File: config.mk
export PLATFORM = sky130hd
export DESIGN_NAME = instr_sequencer
export DESIGN_NICKNAME = d
export VERILOG_FILES = /design/src/rtl/instr_seq_pkg.sv /design/src/rtl/instr_seq_alu.sv /design/src/rtl/instr_sequencer.sv
export SDC_FILE = /design/constraint.sdc
export NUM_CORES = 1
export LEC_CHECK = 0
export BUFFER_PORTS_ARGS = -buffer_cell sky130_fd_sc_hd__buf_4
export CORE_UTILIZATION = 25
export DETAILED_ROUTE_END_ITERATION = 10
export HOLD_SLACK_MARGIN = 0.05
export SLEW_MARGIN = 0
export SYNTH_ARGS = -nofsm -noshare
export SYNTH_HDL_FRONTEND = slang
export SYNTH_SLANG_ARGS = --single-unit
File: constraint.sdc
create_clock -name clk -period 7.4 [get_ports clk]
set_clock_uncertainty 0.15 [all_clocks]
set_input_delay 0.37 -clock clk [delete_from_list [all_inputs] [get_ports clk]]
set_output_delay 0.37 -clock clk [all_outputs]
set_load 0.01 [all_outputs]
File: src/rtl/instr_seq_pkg.sv
// rtl/instr_seq_pkg.sv - shared opcodes, states, field positions and widths for instr_sequencer
// INSTR_SEQ_MUL_EN selects whether opcode A is a writing MUL or illegal.
package instr_seq_pkg;

    localparam int DATA_W = 16;
    localparam int IDX_W  = 4;

    localparam int OP_MSB = 15;
    localparam int OP_LSB = 12;
    localparam int Z_MSB  = 11;
    localparam int Z_LSB  = 8;
    localparam int X_MSB  = 7;
    localparam int X_LSB  = 4;
    localparam int Y_MSB  = 3;
    localparam int Y_LSB  = 0;

    localparam logic [3:0] OP_NOP = 4'h0;
    localparam logic [3:0] OP_ADD = 4'h1;
    localparam logic [3:0] OP_SUB = 4'h2;
    localparam logic [3:0] OP_AND = 4'h3;
    localparam logic [3:0] OP_OR  = 4'h4;
    localparam logic [3:0] OP_XOR = 4'h5;
    localparam logic [3:0] OP_SHL = 4'h6;
    localparam logic [3:0] OP_SHR = 4'h7;
    localparam logic [3:0] OP_MOV = 4'h8;
    localparam logic [3:0] OP_LDI = 4'h9;
    localparam logic [3:0] OP_MUL = 4'hA;

    typedef enum logic [1:0] {
        S_IDLE  = 2'd0,
        S_READ  = 2'd1,
        S_EXEC  = 2'd2,
        S_WRITE = 2'd3
    } state_e;

    function automatic logic op_writes(input logic [3:0] op);
`ifdef INSTR_SEQ_MUL_EN
        return (op >= OP_ADD) && (op <= OP_MUL);
`else
        return (op >= OP_ADD) && (op <= OP_LDI);
`endif
    endfunction

    function automatic logic op_illegal(input logic [3:0] op);
        return !op_writes(op) && (op != OP_NOP);
    endfunction

endpackage

File: src/rtl/instr_seq_alu.sv
// rtl/instr_seq_alu.sv - combinational execute unit for instr_sequencer
// The MUL datapath exists only when INSTR_SEQ_MUL_EN is defined.
module instr_seq_alu
    import instr_seq_pkg::*;
(
    input  logic [3:0]        op,
    input  logic [DATA_W-1:0] a,
    input  logic [DATA_W-1:0] b,
    input  logic [7:0]        imm,
    output logic [DATA_W-1:0] result,
    output logic              carry
);

    logic [DATA_W:0] sum;

    assign sum = {1'b0, a} + {1'b0, b};

    always_comb begin
        result = '0;
        carry  = 1'b0;
        case (op)
            OP_ADD: begin
                result = sum[DATA_W-1:0];
                carry  = sum[DATA_W];
            end
            OP_SUB: begin
                result = a - b;
                carry  = (a < b);
            end
            OP_AND: result = a & b;
            OP_OR:  result = a | b;
            OP_XOR: result = a ^ b;
            OP_SHL: result = a << b[3:0];
            OP_SHR: result = a >> b[3:0];
            OP_MOV: result = a;
            OP_LDI: result = {8'h00, imm};
`ifdef INSTR_SEQ_MUL_EN
            OP_MUL: result = a * b;
`endif
            default: ;
        endcase
    end

endmodule

File: src/rtl/instr_sequencer.sv
// rtl/instr_sequencer.sv - four-state read/execute/write sequencer in front of the 16-entry register file
// Build option INSTR_SEQ_MUL_EN (see instr_seq_pkg / instr_seq_alu) enables opcode A as MUL.
module instr_sequencer
    import instr_seq_pkg::*;
(
    input  logic              clk,
    input  logic              reset,
    input  logic [15:0]       instr,
    input  logic              instr_valid,
    output logic              instr_ready,
    output logic              RD,
    output logic [IDX_W-1:0]  x,
    output logic [IDX_W-1:0]  y,
    input  logic [DATA_W-1:0] Rx,
    input  logic [DATA_W-1:0] Ry,
    output logic              WR,
    output logic [IDX_W-1:0]  z,
    output logic [DATA_W-1:0] Rz,
    output logic              done,
    output logic              flag_z,
    output logic              flag_c,
    output logic              illegal
);

    state_e            state_q, state_d;
    logic [15:0]       instr_q, instr_d;
    logic [DATA_W-1:0] opa_q, opa_d;
    logic [DATA_W-1:0] opb_q, opb_d;
    logic [DATA_W-1:0] result_q, result_d;
    logic              carry_q, carry_d;
    logic              flag_z_q, flag_z_d;
    logic              flag_c_q, flag_c_d;
    logic              illegal_q, illegal_d;

    logic [3:0]        opcode;
    logic [DATA_W-1:0] alu_result;
    logic              alu_carry;

    assign opcode = instr_q[OP_MSB:OP_LSB];

    instr_seq_alu u_alu (
        .op     (opcode),
        .a      (opa_q),
        .b      (opb_q),
        .imm    (instr_q[7:0]),
        .result (alu_result),
        .carry  (alu_carry)
    );

    always_comb begin
        state_d     = state_q;
        instr_d     = instr_q;
        opa_d       = opa_q;
        opb_d       = opb_q;
        result_d    = result_q;
        carry_d     = carry_q;
        flag_z_d    = flag_z_q;
        flag_c_d    = flag_c_q;
        illegal_d   = illegal_q;
        instr_ready = 1'b0;
        RD          = 1'b0;
        x           = '0;
        y           = '0;
        WR          = 1'b0;
        z           = '0;
        Rz          = '0;
        done        = 1'b0;
        case (state_q)
            S_IDLE: begin
                instr_ready = 1'b1;
                if (instr_valid) begin
                    instr_d = instr;
                    state_d = S_READ;
                end
            end
            S_READ: begin
                RD      = 1'b1;
                x       = instr_q[X_MSB:X_LSB];
                y       = instr_q[Y_MSB:Y_LSB];
                opa_d   = Rx;
                opb_d   = Ry;
                state_d = S_EXEC;
            end
            S_EXEC: begin
                result_d = alu_result;
                carry_d  = alu_carry;
                state_d  = S_WRITE;
            end
            S_WRITE: begin
                done = 1'b1;
                // Flags track retirement, so they change on the WRITE edge only.
                if (op_writes(opcode)) begin
                    WR       = 1'b1;
                    z        = instr_q[Z_MSB:Z_LSB];
                    Rz       = result_q;
                    flag_z_d = (result_q == '0);
                end
                if ((opcode == OP_ADD) || (opcode == OP_SUB)) begin
                    flag_c_d = carry_q;
                end
                if (op_illegal(opcode)) begin
                    illegal_d = 1'b1;
                end
                state_d = S_IDLE;
            end
            default: state_d = S_IDLE;
        endcase
    end

    always_ff @(posedge clk or negedge reset) begin
        if (!reset) begin
            state_q   <= S_IDLE;
            instr_q   <= '0;
            opa_q     <= '0;
            opb_q     <= '0;
            result_q  <= '0;
            carry_q   <= 1'b0;
            flag_z_q  <= 1'b0;
            flag_c_q  <= 1'b0;
            illegal_q <= 1'b0;
        end else begin
            state_q   <= state_d;
            instr_q   <= instr_d;
            opa_q     <= opa_d;
            opb_q     <= opb_d;
            result_q  <= result_d;
            carry_q   <= carry_d;
            flag_z_q  <= flag_z_d;
            flag_c_q  <= flag_c_d;
            illegal_q <= illegal_d;
        end
    end

    assign flag_z  = flag_z_q;
    assign flag_c  = flag_c_q;
    assign illegal = illegal_q;

endmodule

Yosys cells after proc, flatten, opt, wreduce, memory -nomap -nowiden
Cells that the tools add are included.
{ "op_classes": {"magnitude_cmp": 3, "reduce_logical": 11, "shifts": 2, "muxes": 15, "n_addsub": 2, "bitwise": 3, "n_eq_ne": 13} }
{ "op_table": {"columns": ["cell", "n"], "rows": [
  ["16-bit one-hot mux with 9 select lines", 1],
  ["16-bit two-way mux", 2],
  ["16-bit by 16-bit adder with 17-bit output", 1],
  ["16-bit bitwise AND", 1],
  ["4-bit by 3-bit equality test with 1-bit output (second input constant)", 4],
  ["16-bit logical NOT", 1],
  ["16-bit less-than comparator", 1],
  ["4-bit two-way mux", 4],
  ["16-bit OR", 1],
  ["16-bit by 4-bit left shift with 16-bit output", 1],
  ["16-bit by 4-bit right shift with 16-bit output", 1],
  ["16-bit subtractor", 1],
  ["16-bit bitwise XOR", 1],
  ["4-bit by 2-bit equality test with 1-bit output (second input constant)", 2],
  ["4-bit equality test (second input constant)", 2],
  ["2-bit one-hot mux with 4 select lines", 1],
  ["2-bit AND reduction", 4],
  ["1-bit two-way mux", 5],
  ["2-bit equality test (second input constant)", 2],
  ["4-bit by 1-bit equality test with 1-bit output (second input constant)", 1],
  ["4-bit by 1-bit greater-or-equal comparator with 1-bit output (second input constant)", 1],
  ["4-bit <= comparator (second input constant)", 1],
  ["4-bit nonzero test", 1],
  ["2-bit by 1-bit equality test with 1-bit output (second input constant)", 1],
  ["other kinds (7)", 8]
]} }
{ "word_totals": {"register_bits": 70, "wordCells": 58, "inputBits": 51, "output_inout_bits": 35} }

Longest topological paths before layout
{ "logic_depth": {"word_depth": 5, "mapped_depth": 11, "depth_no_buf": 11} }

Modules after synthesis
Synthesis repeated with hierarchy kept, for this count alone.
{ "hier_totals": {"cells_unflattened": 795, "area_unflattened_um2": 7074.3} }
{ "modules_own_cells": {"columns": ["module", "area_each_um2", "seq_area_each_um2", "n_inst", "cells_per_inst"], "rows": [
  ["instr_seq_alu", 4121.5, 0.0, 1, 594],
  ["instr_sequencer", 2952.8, 1751.7, 1, 201]
]} }

Worst setup path after synthesis
Ideal clock, no wire load.
{ "synth_path": {"path_kind": "flip-flop to flip-flop", "start": "register opb_q[2]", "end": "register result_q[7]", "stages_incl_launch_ff": 11, "path_buffers": 2, "arrival_ns": 2.755, "required_time_ns": 7.113, "setup_ns": 0.137, "synth_period_minus_slack_ns": 3.042, "path_slack_ns": 4.358, "cell_sequence": "dfrtp_1 > inv_1 > buf_1 > ha_1 > clkbuf_1 > or4_1 > a31oi_2 > o32a_1 > a22oi_1 > a2111oi_0 > a21oi_1"} }
{ "synth_via": {"elab_chain_len": 2, "word_cells_on_any_way": 5, "classes_between": "add/sub (2); shift (2); mux (1)"} }
{ "synth_rtl": {"columns": ["item", "line_no", "source"], "rows": [
  ["start: declaration", "instr_sequencer.sv:28", "logic [DATA_W-1:0] opb_q, opb_d;"],
  ["start signal: assignment", "instr_sequencer.sv:125", "opb_q <= opb_d;"],
  ["16-bit subtractor, or another cell as far along", "instr_seq_alu.sv:27", "result = a - b;"],
  ["16-bit one-hot mux with 9 select lines *", "instr_seq_alu.sv:21", "case (op)"],
  ["end signal: assignment", "instr_sequencer.sv:126", "result_q <= result_d;"],
  ["end: declaration", "instr_sequencer.sv:29", "logic [DATA_W-1:0] result_q, result_d;"]
]} }
Mark *: on every way between the ends. The rest lies on a longest branch, timed or not.
A chain may end at the register's enable or synchronous reset.

Worst setup path in the final report
Same ends and word-level chain as after synthesis.

==> results_dict.tcl <==
set metrics [dict create \
    status "complete, but fails checks" \
    violations "design-rule violations" \
    netlist_top_cells_count "nor2_1, nand2_1, dfrtp_1, o21ai_0, a21oi_1" \
    tightest_slew_ns 1.32 \
    finalCriticalPeriod_ns 3.73 \
    die_w_um 164 \
    crit_chain "buf_4, inv_1, ha_1, or4_1, a31oi_2, o32a_1, a22oi_1, a2111oi_0, a21oi_1" \
    dp_hpwl_mm 17.7 \
    cts.sinks 70 \
    cts_tree "built" \
    hp-class "input pin to asynchronous set/reset pin" \
    slew_headroom_pct 11.9 \
    antenna_found_initial 0 \
    htreeDepth 3 \
    hold_buffers 0 \
    port_buffers 85 \
    whs_ns 0.000275 \
    synth_area_leader_cell "dfrtp_1" \
    setup_viol 0 \
    instances_no_fill 1198 \
    cts-root-buf "clkbuf_16" \
    post_cts_buffers 0 \
    grt.total_usage_pct 17.6 \
    max_stage_delay_ns 0.56 \
    grt_pass1_wl_mm 35.6 \
    crit_arrival_ns 3.80 \
    path_class "register to register" \
    grt_max_degree 74 \
    start_util_pct 25.4 \
    synthFlopType "dfrtp_1" \
    yosys_warnings 0 \
    cp-start-kind "register" \
    dr.pass1.iters 9 \
    report.final.slew_viol_count 0 \
    routed_wl_mm 23.4 \
    gp_congestion 0.941 \
    cp-end-kind "register" \
    synth_top_cell_area_share_pct 26.6 \
    fin_crit_sh_pct 50.5 \
    grt_overflow 0 \
    cap_violations 0 \
    slowest_stage "a2111oi_0" \
    async_reset_ff_share_pct 100 \
    cts.reportedPaths.clkPinSlew_ns 0.06 \
    num_rows 59 \
    ant_nets 0 \
    synth_most_common_cell "nor2_1" \
    reg2reg_depth 9 \
    vias 6420 \
    synthTopCellsByArea "dfrtp_1, ha_1, o21ai_0" \
    rrSetupSlack_ns 3.67 \
    worstReg2RegStart "opb_q[2]" \
    drc 2 \
    die_area_um2 27000 \
    rr_endpoint "result_q[7]" \
    syn_area_um2 6580 \
    drive_gt1_share_pct 18.3 \
    avgSynthCellArea_um2 8.09 \
    cts_made_buffers 9 \
    syn_to_final_growth_pct 17.8 \
    core_um2 25900 \
    fmax_mhz 268 \
    synth.net_count 920 \
    yosysUniqueCellTypes 75 \
    pin_count 86 \
    dp.cells 1182 \
    critPathMaxFanout 43 \
    grt_pass1_vias 5872 \
    fin_nets 964 \
    setup_tns_ns 0 \
    insertion_delay_ns 0.36 \
    power.leakage_uw 0.00334 \
    die_h_um 164 \
    yosysSeqAreaShare_pct 26.6 \
    diodes 0 \
    cts_resized 0 \
    wire_per_inst_um 19.6 \
    finalHoldViolations 0 \
    required_ns 7.47 \
    drt_iter0_markers 583 \
    rsz0062_at_grt "false" \
    viasPerCell 5.36 \
    synthCells 814 \
    cts_max_path_buffers 2 \
    peakVddDrop_mv 0.167 \
    synth-edff-count 0 \
    synth-seq-cells 70 \
    pwr_density_cell_nw_per_um2 534 \
]
[cells in the final DEF (no fill, tap or decap), types with 12 or more instances in the layout]
cell / count
dfrtp_1: 70
ha_1: 52
nor3_1: 14
inv_1: 52
o21ai_0: 64
and3_1: 20
nand2_1: 74
mux2_2: 25
mux2i_1: 15
a211oi_1: 15
a21oi_1: 55
and2_1: 13
buf_4: 92
nand3_1: 15
nor2_1: 81
o211ai_1: 12
[stage by stage]
| step | power [uW] | utilization (%) | area, um2 | worst slack [ns] |
|---|---|---|---|---|
| floorplan | 2780 | - | 6580 | 4.36 |
| global placement | 3640 | 28.8 | 7450 | 3.89 |
| detailed placement | 3650 | 28.8 | 7450 | 3.77 |
| CTS | 4120 | 29.9 | 7750 | 3.74 |
| global route | 4470 | 29.9 | 7750 | 3.56 |
| finish | 4140 | 29.9 | 7750 | 3.67 |
[registers in the layout (all words and copies together), names as in the netlist]
signal / flops
flag_c: 1
opb_q: 16
illegal: 1
carry_q: 1
state_q: 2
instr_q: 16
flag_z: 1
opa_q: 16
result_q: 16
[worst max-delay path, delay by kind of cell (launching register included)]
kind	cells	cell delay [ns]
flip-flops	1	0.33
AND/OR/NAND/NOR	1	0.55
adder cells (fa/ha/maj)	1	0.52
AO/OA/AOI/OAI	5	1.27
buffers and inverters	2	0.76
[worst max path at each step]
stage | start | endpoint | slack, ns | cells after the start
3_3_place_gp | opb_q[2] | result_q[14] | 3.89 | 10
2_1_floorplan | opb_q[2] | result_q[7] | 4.36 | 10
4_1_cts | opb_q[2] | result_q[7] | 3.74 | 9
3_5_place_dp | opb_q[2] | result_q[7] | 3.77 | 9
6_report | opb_q[2] | result_q[7] | 3.67 | 9
5_1_grt | opb_q[2] | result_q[7] | 3.56 | 9
[metal layers]
metal	wire, um	vias to the layer above	track usage [%]
li1	-	3053	-
met1	11400	3126	26.0
met2	10100	210	25.4
met3	1500	31	3.11
met4	476	0	6.14
met5	0	-	0
[cells by family after synthesis]
kind of cell	share of synthesized area, %
DFF	26.6
xor gates and xnor gates	1.06
buffers and inverters	6.79
muxes	9.07
AOI/OAI and AO/OA	26.3
adders and majority gates	10.7
and+or+nand+nor	19.5
[final cells by class]
class / instances / area [um2]
multi-input combinational: 632 / 4390
clock inverter: 4 / 45.0
clock buffer: 12 / 256
fill: 2782 / 18200
sequential: 70 / 1750
tap: 335 / 419
inverter: 53 / 199
timing repair buffer: 92 / 691
[where the power goes]
group,internal [uW],total (uW),switching (uW)
Combinational,1070,2850,1780
Clock,278,454,177
Sequential,577,841,264
Power figures use the tool's default switching activity.
